==> config.mk <==
export PLATFORM = sky130hd
export DESIGN_NAME = inst_wb_if
export DESIGN_NICKNAME = d
export VERILOG_FILES = /design/src/rtl/inst_wb_if_pkg.sv /design/src/rtl/inst_wb_if.sv
export SDC_FILE = /design/constraint.sdc
export NUM_CORES = 1
export LEC_CHECK = 0
export ABC_AREA = 1
export BUFFER_PORTS_ARGS = -buffer_cell sky130_fd_sc_hd__clkbuf_2
export CELL_PAD_IN_SITES_DETAIL_PLACEMENT = 1
export CELL_PAD_IN_SITES_GLOBAL_PLACEMENT = 1
export CORE_MARGIN = 4
export CORE_UTILIZATION = 36
export DETAILED_ROUTE_END_ITERATION = 6
export GPL_ROUTABILITY_DRIVEN = 0
export HOLD_SLACK_MARGIN = 0.05
export PLACE_DENSITY_LB_ADDON = 0.1
export SLEW_MARGIN = 20
export SYNTH_ARGS = -nofsm -noshare
export SYNTH_HDL_FRONTEND = slang
export SYNTH_SLANG_ARGS = --single-unit
export TNS_END_PERCENT = 10
==> constraint.sdc <==
create_clock -name clk -period 2.55 [get_ports clk]
set_clock_uncertainty 0.1 [all_clocks]
set_input_delay 0.1275 -clock clk [delete_from_list [all_inputs] [get_ports clk]]
set_output_delay 0.1275 -clock clk [all_outputs]
set_load 0.02 [all_outputs]
==> src/rtl/inst_wb_if_pkg.sv <==
// Shared encodings and constants for the instruction-side Wishbone bridge.
package inst_wb_if_pkg;

    localparam int unsigned WB_SEL_W = 4;

    typedef enum logic [1:0] {
        IF_IDLE           = 2'b00,
        IF_BUSY           = 2'b01,
        IF_WAIT_FOR_STALL = 2'b11
    } if_state_e;

    localparam logic                ZERO_WORD_BIT = 1'b0;
    localparam logic                CHIP_ENABLE   = 1'b1;
    localparam logic                CHIP_DISABLE  = 1'b0;
    localparam logic [WB_SEL_W-1:0] WB_SEL_ALL    = 4'b1111;
    localparam logic [WB_SEL_W-1:0] WB_SEL_NONE   = 4'b0000;

endpackage

==> src/rtl/inst_wb_if.sv <==
// Instruction-fetch Wishbone B4 classic master: one single-beat read per fetch,
// stalling the pipeline while the read is outstanding.
module inst_wb_if
    import inst_wb_if_pkg::*;
#(
    parameter int unsigned ADDR_W = 32,
    parameter int unsigned DATA_W = 32
) (
    input  logic                clk,
    input  logic                rst,
    input  logic [5:0]          stall_i,
    input  logic                flush_i,
    input  logic                cpu_ce_i,
    input  logic [ADDR_W-1:0]   cpu_addr_i,
    output logic [DATA_W-1:0]   cpu_data_o,
    output logic                stallreq_o,
    output logic [ADDR_W-1:0]   wb_adr_o,
    input  logic [DATA_W-1:0]   wb_dat_i,
    output logic [DATA_W-1:0]   wb_dat_o,
    input  logic                wb_ack_i,
    output logic                wb_cyc_o,
    output logic                wb_stb_o,
    output logic                wb_we_o,
    output logic [WB_SEL_W-1:0] wb_sel_o
);

    if_state_e             state_q, state_d;
    logic [ADDR_W-1:0]     adr_q, adr_d;
    logic                  cyc_q, cyc_d;
    logic                  stb_q, stb_d;
    logic [WB_SEL_W-1:0]   sel_q, sel_d;
    logic [DATA_W-1:0]     rd_buf_q, rd_buf_d;

    logic fetch_req;
    assign fetch_req = (cpu_ce_i == CHIP_ENABLE) && !flush_i;

    always_ff @(posedge clk or negedge rst) begin
        if (!rst) begin
            state_q  <= IF_IDLE;
            adr_q    <= '0;
            cyc_q    <= 1'b0;
            stb_q    <= 1'b0;
            sel_q    <= WB_SEL_NONE;
            rd_buf_q <= '0;
        end else begin
            state_q  <= state_d;
            adr_q    <= adr_d;
            cyc_q    <= cyc_d;
            stb_q    <= stb_d;
            sel_q    <= sel_d;
            rd_buf_q <= rd_buf_d;
        end
    end

    // Next-state: Wishbone signals are held in BUSY until ack or flush.
    always_comb begin
        state_d  = state_q;
        adr_d    = adr_q;
        cyc_d    = cyc_q;
        stb_d    = stb_q;
        sel_d    = sel_q;
        rd_buf_d = rd_buf_q;
        unique case (state_q)
            IF_IDLE: begin
                if (fetch_req) begin
                    adr_d   = cpu_addr_i;
                    cyc_d   = 1'b1;
                    stb_d   = 1'b1;
                    sel_d   = WB_SEL_ALL;
                    state_d = IF_BUSY;
                end
            end
            IF_BUSY: begin
                if (flush_i) begin
                    cyc_d    = 1'b0;
                    stb_d    = 1'b0;
                    sel_d    = WB_SEL_NONE;
                    rd_buf_d = '0;
                    state_d  = IF_IDLE;
                end else if (wb_ack_i) begin
                    cyc_d    = 1'b0;
                    stb_d    = 1'b0;
                    sel_d    = WB_SEL_NONE;
                    rd_buf_d = wb_dat_i;
                    state_d  = (stall_i != 6'd0) ? IF_WAIT_FOR_STALL : IF_IDLE;
                end
            end
            IF_WAIT_FOR_STALL: begin
                if (flush_i) begin
                    rd_buf_d = '0;
                    state_d  = IF_IDLE;
                end else if (stall_i == 6'd0) begin
                    state_d  = IF_IDLE;
                end
            end
            default: begin
                cyc_d   = 1'b0;
                stb_d   = 1'b0;
                sel_d   = WB_SEL_NONE;
                state_d = IF_IDLE;
            end
        endcase
    end

    // Pipeline-facing outputs; the ack word passes straight through in BUSY.
    always_comb begin
        stallreq_o = 1'b0;
        cpu_data_o = '0;
        unique case (state_q)
            IF_IDLE: begin
                stallreq_o = fetch_req;
                cpu_data_o = rd_buf_q;
            end
            IF_BUSY: begin
                stallreq_o = !wb_ack_i && !flush_i;
                if (wb_ack_i && !flush_i) begin
                    cpu_data_o = wb_dat_i;
                end
            end
            IF_WAIT_FOR_STALL: begin
                cpu_data_o = rd_buf_q;
            end
            default: begin
                stallreq_o = 1'b0;
                cpu_data_o = '0;
            end
        endcase
        if (cpu_ce_i == CHIP_DISABLE) begin
            cpu_data_o = '0;
        end
    end

    assign wb_adr_o = adr_q;
    assign wb_cyc_o = cyc_q;
    assign wb_stb_o = stb_q;
    assign wb_sel_o = sel_q;
    assign wb_we_o  = ZERO_WORD_BIT;
    assign wb_dat_o = '0;

endmodule

Word-level counts from Yosys, hierarchy flattened:

Index checks and enable logic that the tools add are counted.
Widths: inputs -> output; s select.

* equal/unequal tests: 6
* mux-type cells: 23
* bitwise operators: 1
* reduce and logical (&&, ||, !) cells: 14

Operators with widths (count)
* $mux 32: 5
* $pmux 32 s2: 2
* $mux 2: 6
* $mux 4: 3
* $pmux 4 s3: 1
* $reduce_and 3->1: 3
* $logic_not 6->1: 1
* $ne 3x3->1 const B: 2
* $pmux 2 s3: 1
* $reduce_bool 6->1: 1
* $ne 2x2->1 const B: 2
* $logic_and 1x1->1: 3
* $mux 1: 3
* $pmux 1 s3: 1
* $eq 2x1->1 const B: 1
* $eq 2x2->1 const B: 1
* $logic_not 1->1: 2
* $logic_not 2->1: 1
* $pmux 1 s2: 1
* $reduce_and 2->1: 1
* $reduce_bool 2->1: 1
* $reduce_or 2->1: 1
* $not 1->1: 1

* flip-flop bits (word level): 71
* input bits: 75
* output and inout port bits: 104
* word-level logic and storage cells: 49

Longest topological paths before layout:

Gate-level depths: netlist of the first run.

* depth after elaboration: 5
* depth in mapped cells: 8
* depth with buffers taken out: 8

Worst setup path before layout of the first run:

No wires, ideal clock.

* kind: register to output
* from: register state_q[0]
* to: output port cpu_data_o[10]
* arrival: 1526 ps
* data required time: 2322 ps
* path slack: 796 ps
* stages on the path, launching flop included: 7
* buffers on the path: 1
* cells stage by stage: dfrtp_1 -> inv_1 -> ha_1 -> inv_1 -> clkbuf_1 -> nand2_1 -> a21oi_1

* cells in the longest elaborated chain, start to end: 4
* elaborated cells on any way between the ends: 6
* those cells by class: eq/ne (2); mux (2); reduce/logical (2)

Ends and longest elaborated chain
* start, declared: line inst_wb_if.sv:27 `if_state_e state_q, state_d;`
* start signal, assigned: line inst_wb_if.sv:46 `state_q <= state_d;`
* $eq 2x2->1 or $logic_not 2->1 (tied branches): line inst_wb_if.sv:109 `unique case (state_q)`
* $reduce_or 2->1 (no source line)
* $pmux 32 s2 *: line inst_wb_if.sv:109
* $mux 32 *: line inst_wb_if.sv:128 `if (cpu_ce_i == CHIP_DISABLE) begin`
* end, declared: line inst_wb_if.sv:15 `output logic [DATA_W-1:0] cpu_data_o,`

Mark *: on every way between the ends. The rest lies on a longest branch, timed or not.

Final worst setup path of the first run:

* from: register state_q[1]
* to: output port cpu_data_o[15]

The elaborated chain is that of the path after synthesis.

==> results of run 1 <==
synthesized netlist by cell type:
cell      instances
inv_1            10
buf_1             4
dfrtp_1          67
buf_6             6
clkbuf_1          5
nand2_2           1
o21ai_2          32
nand2_1         114
a21oi_1          34
o21ai_0           1
nand3_1          33
conb_1            1
nand3_2           1
nor2_1            7
mux2_2           32
buf_4            41
buf_2             7
ha_1              4
cell families after synthesis:
group           synth area share (%)
other cells                    0.102
simple gates                    17.4
fa+ha+maj                       1.37
compound gates                  12.4
flops                           45.8
buf+inv                         13.1
mux                             9.84
per-stage QoR:
stage	hold slack, ns	total power [mW]	utilization, %	setup slack, ns
6_report	0.136	5.44	52.6	0.373
5_1_grt	0.172	5.87	52.6	0.169
4_1_cts	0.134	5.46	52.6	0.337
3_5_place_dp	0.0264	4.49	44.0	0.711
3_3_place_gp	0.0234	4.41	44.0	0.752
2_1_floorplan	-0.268	3.78	-	0.796
worst max-delay path, cell delays in order (launching register included):
cell and delay (ns):
dfrtp_1 0.42, inv_1 0.10, ha_1 0.17, inv_1 0.07, nor2_2 0.10, buf_4 0.26
nand3_1 0.10, a21oi_1 0.20, clkbuf_2 0.20
final timing paths:
kind	startpoint	end	slack (ns)	depth (start not counted)
min reg2reg	rd_buf_q[25]	rd_buf_q[25]	0.38	2
max	state_q[1]	cpu_data_o[15]	0.37	8
max in group asynchronous	rst	wb_adr_o[14]	1.38	3
max reg2reg	state_q[1]	rd_buf_q[17]	0.75	8
min in group asynchronous	rst	rd_buf_q[5]	0.19	2
min	stall_i[2]	state_q[0]	0.14	6
state kept, by name, summed over array words and instances, names as in the netlist:
register / cells
rd_buf_q: 32
wb_sel_o: 1
state_q: 2
wb_adr_o: 32
power groups by stage:
stage,Combinational [mW],Sequential (mW),Clock (mW)
6_report,2.78,1.79,0.872
5_1_grt,3.07,1.85,0.956
4_1_cts,2.80,1.77,0.896
3_5_place_dp,2.71,1.78,0
3_3_place_gp,2.64,1.76,0
2_1_floorplan,1.70,2.08,0
cell type report:
cell class,instances,area share (%)
diodes,1,0.0482
multi-input cells,292,31.4
clock inverters,6,1.25
inverters,10,0.724
repair buffers,224,28.6
flip-flops and latches,67,32.3
clock buffers,10,2.46
well taps,133,3.21
layer usage:
layer / track usage (%) / part of all wire [%] / wire length [µm] / up-vias
li1: - / - / - / 1647
met1: 24.3 / 40 / 4670 / 1670
met2: 34.3 / 51 / 5900 / 106
met3: 6.51 / 7.5 / 868 / 11
met4: 5.41 / 1.0 / 116 / 0
met5: 0 / 0 / 0 / -
layout by cell type, fill, tap and decap left out:
| master | n |
|---|---|
| clkbuf_2 | 144 |
| nand2_1 | 114 |
| dfrtp_1 | 67 |
| dlygate4sd3_1 | 65 |
| a21oi_1 | 34 |
| nand3_1 | 33 |
| conb_1 | 33 |
| o21ai_2 | 32 |
| mux2_2 | 32 |
| buf_4 | 14 |
| inv_1 | 10 |
| clkbuf_8 | 9 |
| nor2_1 | 5 |
| ha_1 | 4 |
| nor2_2 | 2 |
| clkinv_2 | 2 |
| diode_2 | 1 |
| nand3_2 | 1 |
| nand2_2 | 1 |
| o21ai_0 | 1 |
| clkbuf_1 | 1 |
| clkinv_4 | 1 |
| bufinv_16 | 1 |
| inv_6 | 1 |
| clkinvlp_4 | 1 |
| buf_2 | 1 |
==> results.py, run 1 <==
metrics = {
    "critical_path": {
        "worstSetupEndpointType": "primary output",
        "path_class": "reg2out",
        "critPathRequiredTime_ns": 2.32,
        "start_kind": "register",
        "worstPathArrival_ns": 1.95,
        "crit_fanout": 20,
    },
    "power": {
        "pwr_density_cell_nw_per_um2": 1050,
        "switching_share_pct": 45.6,
        "leakage_nw": 2.59,
        "intPower_mw": 2.96,
        "power_frac_clock_pct": 16.0,
        "vdd_drop_max_uv": 591,
        "p_sw_mw": 2.48,
        "seq_power_share_pct": 32.9,
        "comb_power_share_pct": 51.1,
    },
    "grt": {
        "first_global_vias": 3649,
        "overflow": 0,
        "grt_pass1_wl_um": 18700,
        "grt_max_degree": 39,
        "antenna_found_initial": 1,
        "track_usage_pct": 20.1,
    },
    "clock_network": {
        "cts-htree-levels": 3,
        "cts_hold_buf": 65,
        "cts_resized": 0,
        "clkTransAtPathRegs_ns": 0.08,
        "root_buffer": "clkbuf_8",
        "numCtsBuffers": 9,
        "clk_latency_ns": 0.33,
        "clock-sinks": 67,
        "cts_buffer_depth": 2,
        "cts_setup_buffers": 0,
        "cts_tree": "built",
    },
    "timing": {
        "max_freq_mhz": 459,
        "slew_headroom_pct": 65.3,
        "rsz0062_at_grt": "no",
        "tns_ns": 0,
        "slew_violations": 0,
        "hold_viol_final": 0,
        "layout_worst_path_cycle_share_pct": 85.4,
        "setup_viol": 0,
        "fin_crit_ns": 2.18,
        "worstMarginPinSlew_ns": 0.520,
    },
    "floorplanning": {
        "core-area_um2": 9860,
        "die_area_um2": 11900,
        "fp.dieW_um": 109,
        "die_h_um": 109,
        "rows": 36,
        "start_util_pct": 37.1,
        "io_pins": 179,
    },
    "synthesis": {
        "synth.top_cell.area_share_pct": 45.8,
        "netlist_area_um2": 3660,
        "synth_area_leader_cell": "dfrtp_1",
        "ys_seq_area_share_pct": 45.8,
        "ys_seq_elements": 67,
        "synth_cell_types": 18,
        "syn_area_per_cell_um2": 9.16,
        "synthCells": 400,
        "synth_area_leaders": "dfrtp_1, nand2_1, mux2_2, buf_4, o21ai_2",
        "yosysWarningCount": 0,
    },
    "status": {
        "status": "complete, no violations",
    },
    "detailed_routing": {
        "ant_nets": 0,
        "vias": 3434,
        "first_pass_iters": 4,
        "wl_per_cell_um": 15.6,
        "finalWirelength_um": 11600,
        "drc": 0,
        "drtIter0Drc": 127,
        "detail_route.vias_per_cell": 4.62,
    },
    "cells_and_area": {
        "nFillCells": 1191,
        "fin_nets": 683,
        "multi_input_area_um2": 1630,
        "instances_no_fill": 743,
        "area_growth_pct": 41.6,
        "seqCellArea_um2": 1680,
        "drive_gt1_share_pct": 39.7,
        "finish.instance_area_um2": 5190,
    },
    "hold_path": {
        "hold_class": "in2reg",
    },
    "placement": {
        "hpwl_um": 7430,
        "dp_cells": 661,
        "port_buffers": 145,
        "place_area_um2": 4340,
    },
    "run": {
        "drv_cap": 0,
    },
}
(Power assumes the default switching activity.)
==> inputs of run 2 (changes only) <==
--- a/config.mk
+++ b/config.mk
@@ -9,8 +9,9 @@
 export BUFFER_PORTS_ARGS = -buffer_cell sky130_fd_sc_hd__clkbuf_2
 export CELL_PAD_IN_SITES_DETAIL_PLACEMENT = 1
 export CELL_PAD_IN_SITES_GLOBAL_PLACEMENT = 1
-export CORE_MARGIN = 4
-export CORE_UTILIZATION = 36
+export CORE_MARGIN = 3
+export CORE_UTILIZATION = 37
+export CTS_BUF_LIST = sky130_fd_sc_hd__clkbuf_4 sky130_fd_sc_hd__clkbuf_8
 export DETAILED_ROUTE_END_ITERATION = 6
 export GPL_ROUTABILITY_DRIVEN = 0
 export HOLD_SLACK_MARGIN = 0.05
==> run 2 against run 1 <==
Against the previous run:
- final cell count shrank 0.67%
- setup slack lost 0.0014 ns
- critical path depth is the same
- sequential power is essentially flat
- combinational power is essentially flat
- count of clock-buffer cells in the layout is the same
- via count is essentially flat
- maximum frequency is essentially flat
- critical path type unchanged
==> results.py, run 2 (synthesis gave the netlist of run 1 again) <==
metrics = {
    "clock_network": {
        "clock-sinks": 67,
        "clkTransAtPathRegs_ns": 0.07,
        "cts_tree": "built",
        "root_buffer": "clkbuf_8",
        "cts_buffer_depth": 2,
        "cts-htree-levels": 3,
        "numCtsBuffers": 9,
        "cts_setup_buffers": 0,
        "clk_latency_ns": 0.33,
        "cts_resized": 0,
    },
    "placement": {
        "hpwl_um": 7390,
        "port_buffers": 145,
        "place_area_um2": 4340,
    },
    "power": {
        "intPower_mw": 3.07,
        "power_frac_clock_pct": 17.7,
        "pwr_density_cell_nw_per_um2": 1070,
        "switching_share_pct": 45.0,
        "leakage_nw": 2.60,
        "comb_power_share_pct": 50.2,
        "vdd_drop_max_uv": 638,
        "seq_power_share_pct": 32.1,
        "p_sw_mw": 2.52,
    },
    "timing": {
        "layout_worst_path_cycle_share_pct": 85.4,
        "tns_ns": 0,
        "slew_headroom_pct": 66.4,
        "max_freq_mhz": 459,
        "slew_violations": 0,
        "hold_viol_final": 0,
        "worstMarginPinSlew_ns": 0.505,
        "setup_viol": 0,
        "fin_crit_ns": 2.18,
        "rsz0062_at_grt": "no",
    },
    "grt": {
        "grt_pass1_wl_um": 19300,
        "antenna_found_initial": 0,
        "grt_max_degree": 41,
        "first_global_vias": 3827,
        "overflow": 0,
        "track_usage_pct": 21.6,
    },
    "critical_path": {
        "crit_fanout": 21,
        "path_class": "reg2out",
        "start_kind": "register",
        "critPathRequiredTime_ns": 2.32,
        "timing.rr.start": "state_q[0]",
        "r2r_setup_slack_ns": 0.72,
        "worstPathArrival_ns": 1.95,
        "reg2reg_depth": 8,
        "worstSetupEndpointType": "primary output",
        "reg2reg_to": "rd_buf_q[17]",
    },
    "hold_path": {
        "min_from": "stall_i[2]",
        "hold-path-endpoint": "state_q[1]",
        "worstHoldPathCells": 6,
        "hold_class": "in2reg",
    },
    "floorplanning": {
        "rows": 35,
        "start_util_pct": 38.9,
        "io_pins": 179,
        "die_h_um": 106,
        "fp.dieW_um": 106,
        "die_area_um2": 11100,
        "core-area_um2": 9420,
    },
    "status": {
        "status": "complete, no violations",
    },
    "cells_and_area": {
        "finish.instance_area_um2": 5210,
        "multi_input_area_um2": 1630,
        "antenna_cells": 0,
        "nFillCells": 1130,
        "final_cell_mix": "clkbuf_2, nand2_1, dfrtp_1",
        "final_common_cell": "clkbuf_2",
        "drive_gt1_share_pct": 39.9,
        "fin_nets": 683,
        "seqCellArea_um2": 1680,
        "area_growth_pct": 42.2,
    },
    "detailed_routing": {
        "vias": 3436,
        "first_pass_iters": 4,
        "wl_per_cell_um": 16.0,
        "detail_route.vias_per_cell": 4.66,
        "drtIter0Drc": 105,
        "ant_nets": 0,
        "finalWirelength_um": 11800,
        "drc": 0,
    },
    "run": {
        "drv_cap": 0,
    },
}
-- run 2: cell types whose count changed in the layout (fill, tap and decap cells not counted), sizes merged --
cell	delta
bufinv	+1
inv	-1
diode	-1
-- run 2: layout make-up --
cell class | instances | share of cell area, %
clock buffer | 10 | 2.52
sequential | 67 | 32.2
multi-input combinational | 292 | 31.3
tap | 129 | 3.10
timing repair buffer | 224 | 28.4
inverter | 10 | 0.721
clock inverter | 6 | 1.73
-- run 2: repair_timing --
| action | 4_1_cts | 5_1_grt |
|---|---|---|
| hold buffers | 65 | 0 |
| setup endpoints to repair | 0 | 0 |
| endpoints found under the hold margin | 84 | 0 |
-- run 2: how the worst max path moves through the flow --
stage	start	to	slack, ns
floorplan	state_q[0]	cpu_data_o[10]	0.80
global placement	state_q[1]	cpu_data_o[0]	0.76
detailed placement	state_q[1]	cpu_data_o[0]	0.72
CTS	state_q[1]	cpu_data_o[0]	0.34
global route	state_q[1]	cpu_data_o[18]	0.21
finish	state_q[1]	cpu_data_o[18]	0.37
-- run 2: per-layer routing --
layer | vias to the layer above | track usage [%] | routed length [µm]
met2 | 135 | 37.8 | 5790
met3 | 18 | 7.47 | 1000
met5 | - | 0 | 0
met1 | 1640 | 24.9 | 4790
met4 | 0 | 6.38 | 201
li1 | 1643 | - | -
-- run 2: stage by stage --
step | util [%] | worst slack, ns | power (mW) | std cells | hold WS [ns]
finish | 55.3 | 0.372 | 5.59 | 738 | 0.156
global route | 55.3 | 0.210 | 5.99 | 738 | 0.211
CTS | 55.3 | 0.338 | 5.58 | 738 | 0.144
detailed placement | 46.1 | 0.720 | 4.49 | 657 | 0.0205
global placement | 46.1 | 0.759 | 4.39 | 657 | 0.0201
floorplan | - | 0.796 | 3.78 | 432 | -0.268
-- run 2: critical path, cell delays in order (launching register included) --
cell and delay (ns):
dfrtp_1 0.42, inv_1 0.10, ha_1 0.17, inv_1 0.06
nor2_2 0.10, buf_4 0.27, nand3_1 0.13, a21oi_1 0.17
clkbuf_2 0.19
-- run 2: power by group through the flow --
stage / Clock (mW) / Sequential, mW / Combinational, mW
after CTS: 1.02 / 1.77 / 2.79
after global routing: 1.06 / 1.85 / 3.08
after floorplan: 0 / 2.08 / 1.70
final: 0.990 / 1.80 / 2.81
after global placement: 0 / 1.76 / 2.63
after detailed placement: 0 / 1.78 / 2.70
==> inputs of run 3 (changes only) <==
--- a/config.mk
+++ b/config.mk
@@ -6,13 +6,13 @@
 export NUM_CORES = 1
 export LEC_CHECK = 0
 export ABC_AREA = 1
-export BUFFER_PORTS_ARGS = -buffer_cell sky130_fd_sc_hd__clkbuf_2
 export CELL_PAD_IN_SITES_DETAIL_PLACEMENT = 1
 export CELL_PAD_IN_SITES_GLOBAL_PLACEMENT = 1
 export CORE_MARGIN = 3
-export CORE_UTILIZATION = 37
+export CORE_UTILIZATION = 51
 export CTS_BUF_LIST = sky130_fd_sc_hd__clkbuf_4 sky130_fd_sc_hd__clkbuf_8
 export DETAILED_ROUTE_END_ITERATION = 6
+export DONT_BUFFER_PORTS = 1
 export GPL_ROUTABILITY_DRIVEN = 0
 export HOLD_SLACK_MARGIN = 0.05
 export PLACE_DENSITY_LB_ADDON = 0.1
==> run 3 against run 2 <==
Against the previous run:
- sequential power up 23%
- count of clock-buffer cells in the layout grew 2
- via count fell by 10%
- global-route usage increased by 8.8 points
- combinational power shrank 24%
- core utilization increased by 10 points
- first-iteration DRC count grew 35%
- die area fell by 26%
- maximum frequency down 10%
- routed wire length is 5.8% higher
- non-clock buffer count shrank 141
- design area fell by 13%
- highest routed layer unchanged
==> results.py, run 3 (synthesis gave the netlist of run 1 again) <==
metrics = {
    "timing": {
        "worst_slack_ns": 0.123,
        "layout_worst_path_cycle_share_pct": 95.2,
        "rsz0062_at_grt": "no",
        "setup_viol": 0,
        "fin_crit_ns": 2.43,
        "worstMarginPinSlew_ns": 0.515,
        "slew_violations": 0,
        "max_freq_mhz": 412,
        "hold_viol_final": 0,
        "slew_headroom_pct": 65.8,
        "tns_ns": 0,
    },
    "hold_path": {
        "min_from": "flush_i",
        "worstHoldPathCells": 4,
        "hold_class": "in2reg",
        "hold-path-endpoint": "rd_buf_q[18]",
    },
    "power": {
        "p_sw_mw": 2.52,
        "comb_power_share_pct": 40.3,
        "seq_power_share_pct": 42.1,
        "vdd_drop_max_uv": 711,
        "intPower_mw": 2.75,
        "leakage_nw": 2.01,
        "switching_share_pct": 47.8,
        "pwr_density_cell_nw_per_um2": 1170,
        "power_frac_clock_pct": 17.6,
    },
    "clock_network": {
        "cts_buffer_depth": 2,
        "clock-sinks": 67,
        "clk_latency_ns": 0.34,
        "cts-htree-levels": 3,
        "root_buffer": "clkbuf_8",
        "cts_tree": "built",
        "numCtsBuffers": 9,
        "clkTransAtPathRegs_ns": 0.07,
    },
    "floorplanning": {
        "fp.dieW_um": 90.8,
        "core-area_um2": 6870,
        "start_util_pct": 53.3,
        "die_h_um": 90.8,
        "die_area_um2": 8240,
        "io_pins": 179,
        "rows": 30,
    },
    "critical_path": {
        "crit_fanout": 32,
        "timing.rr.start": "state_q[0]",
        "reg2reg_to": "state_q[1]",
        "start_kind": "register",
        "worstSetupEndpointType": "primary output",
        "worstPathArrival_ns": 2.20,
        "path_class": "reg2out",
        "reg2reg_depth": 8,
        "r2r_setup_slack_ns": 0.44,
        "critPathRequiredTime_ns": 2.32,
    },
    "detailed_routing": {
        "wl_per_cell_um": 22.1,
        "drc": 0,
        "detail_route.vias_per_cell": 5.48,
        "drtIter0Drc": 142,
        "first_pass_iters": 4,
        "vias": 3093,
        "ant_nets": 0,
        "finalWirelength_um": 12500,
    },
    "cells_and_area": {
        "nFillCells": 754,
        "drive_gt1_share_pct": 22.0,
        "fin_nets": 542,
        "final_cell_mix": "nand2_1, dlygate4sd3_1, dfrtp_1",
        "antenna_cells": 0,
        "final_common_cell": "nand2_1",
        "area_growth_pct": 23.2,
    },
    "grt": {
        "track_usage_pct": 30.4,
        "grt_pass1_wl_um": 19400,
        "first_global_vias": 3393,
        "antenna_found_initial": 0,
        "grt_max_degree": 68,
        "overflow": 0,
    },
    "placement": {
        "pre_cts_slack_ns": 0.441,
        "hpwl_um": 6170,
        "port_buffers": 0,
    },
    "run": {
        "drv_cap": 0,
    },
    "status": {
        "status": "complete, no violations",
    },
}
[run 3: changes by cell type in the layout (fill, tap and decap cells not counted), sizes merged]
cell         delta
clkinvlp        +1
buf             +1
clkinv          -2
dlygate4sd3     +2
clkbuf        -142
bufinv          -1
[run 3: area by class of cell]
type                            instances  area [µm²]  area share, %
Clock buffer                           12         153           3.38
Clock inverter                          4        50.0           1.11
Multi-Input combinational cell        292        1650           36.6
Tap cell                               96         120           2.66
Timing Repair Buffer                   83         823           18.2
Sequential cell                        67        1680           37.1
Inverter                               10        37.5          0.831
[run 3: routing by layer]
layer,vias up,global-route usage (%),wire length [µm]
met3,30,10.8,1130
met1,1535,36.7,4850
met4,0,11.6,320
li1,1363,-,-
met5,-,0,0
met2,165,49.6,6170
[run 3: worst max-delay path by stage]
stage / cells past startpoint / start / to / slack (ns)
detailed placement: 4 / state_q[1] / wb_adr_o[8] / 0.44
floorplan: 6 / state_q[0] / cpu_data_o[10] / 0.80
global placement: 4 / state_q[0] / wb_adr_o[16] / 0.53
finish: 6 / state_q[0] / cpu_data_o[24] / 0.12
global route: 6 / state_q[0] / cpu_data_o[27] / 0.01
CTS: 7 / state_q[1] / cpu_data_o[23] / 0.13
[run 3: worst max-delay path, cell delays in order (launching register included)]
cell	delay, ns
dfrtp_1	0.43
inv_1	0.11
ha_1	0.32
inv_1	0.08
buf_4	0.34
nand2_1	0.12
a21oi_1	0.46
[run 3: power groups by stage]
| stage | logic, mW | registers (mW) | clock network (mW) |
|---|---|---|---|
| 3_5_place_dp | 1.89 | 2.16 | 0 |
| 2_1_floorplan | 1.70 | 2.08 | 0 |
| 3_3_place_gp | 1.82 | 2.14 | 0 |
| 4_1_cts | 2.02 | 2.15 | 0.925 |
| 5_1_grt | 2.31 | 2.26 | 0.990 |
| 6_report | 2.13 | 2.22 | 0.927 |
[run 3: repair_timing]
action                                  CTS  global route
hold buffers                             68             0
endpoints found under the setup margin    0            21
hold endpoints to repair                132             0
buffers inserted                          0             0
resized for setup                         0             5
[run 3: through the flow]
| stage | instance area [µm²] | std cells | hold WS [ns] | utilization [%] | power [mW] |
|---|---|---|---|---|---|
| 3_5_place_dp | 3590 | 480 | -0.266 | 52.3 | 4.05 |
| 4_1_cts | 4490 | 564 | 0.0597 | 65.4 | 5.10 |
| 3_3_place_gp | 3590 | 480 | -0.266 | 52.3 | 3.96 |
| 2_1_floorplan | 3780 | 432 | -0.268 | - | 3.78 |
| 6_report | 4510 | 564 | 0.0800 | 65.7 | 5.27 |
| 5_1_grt | 4510 | 564 | 0.0792 | 65.7 | 5.56 |
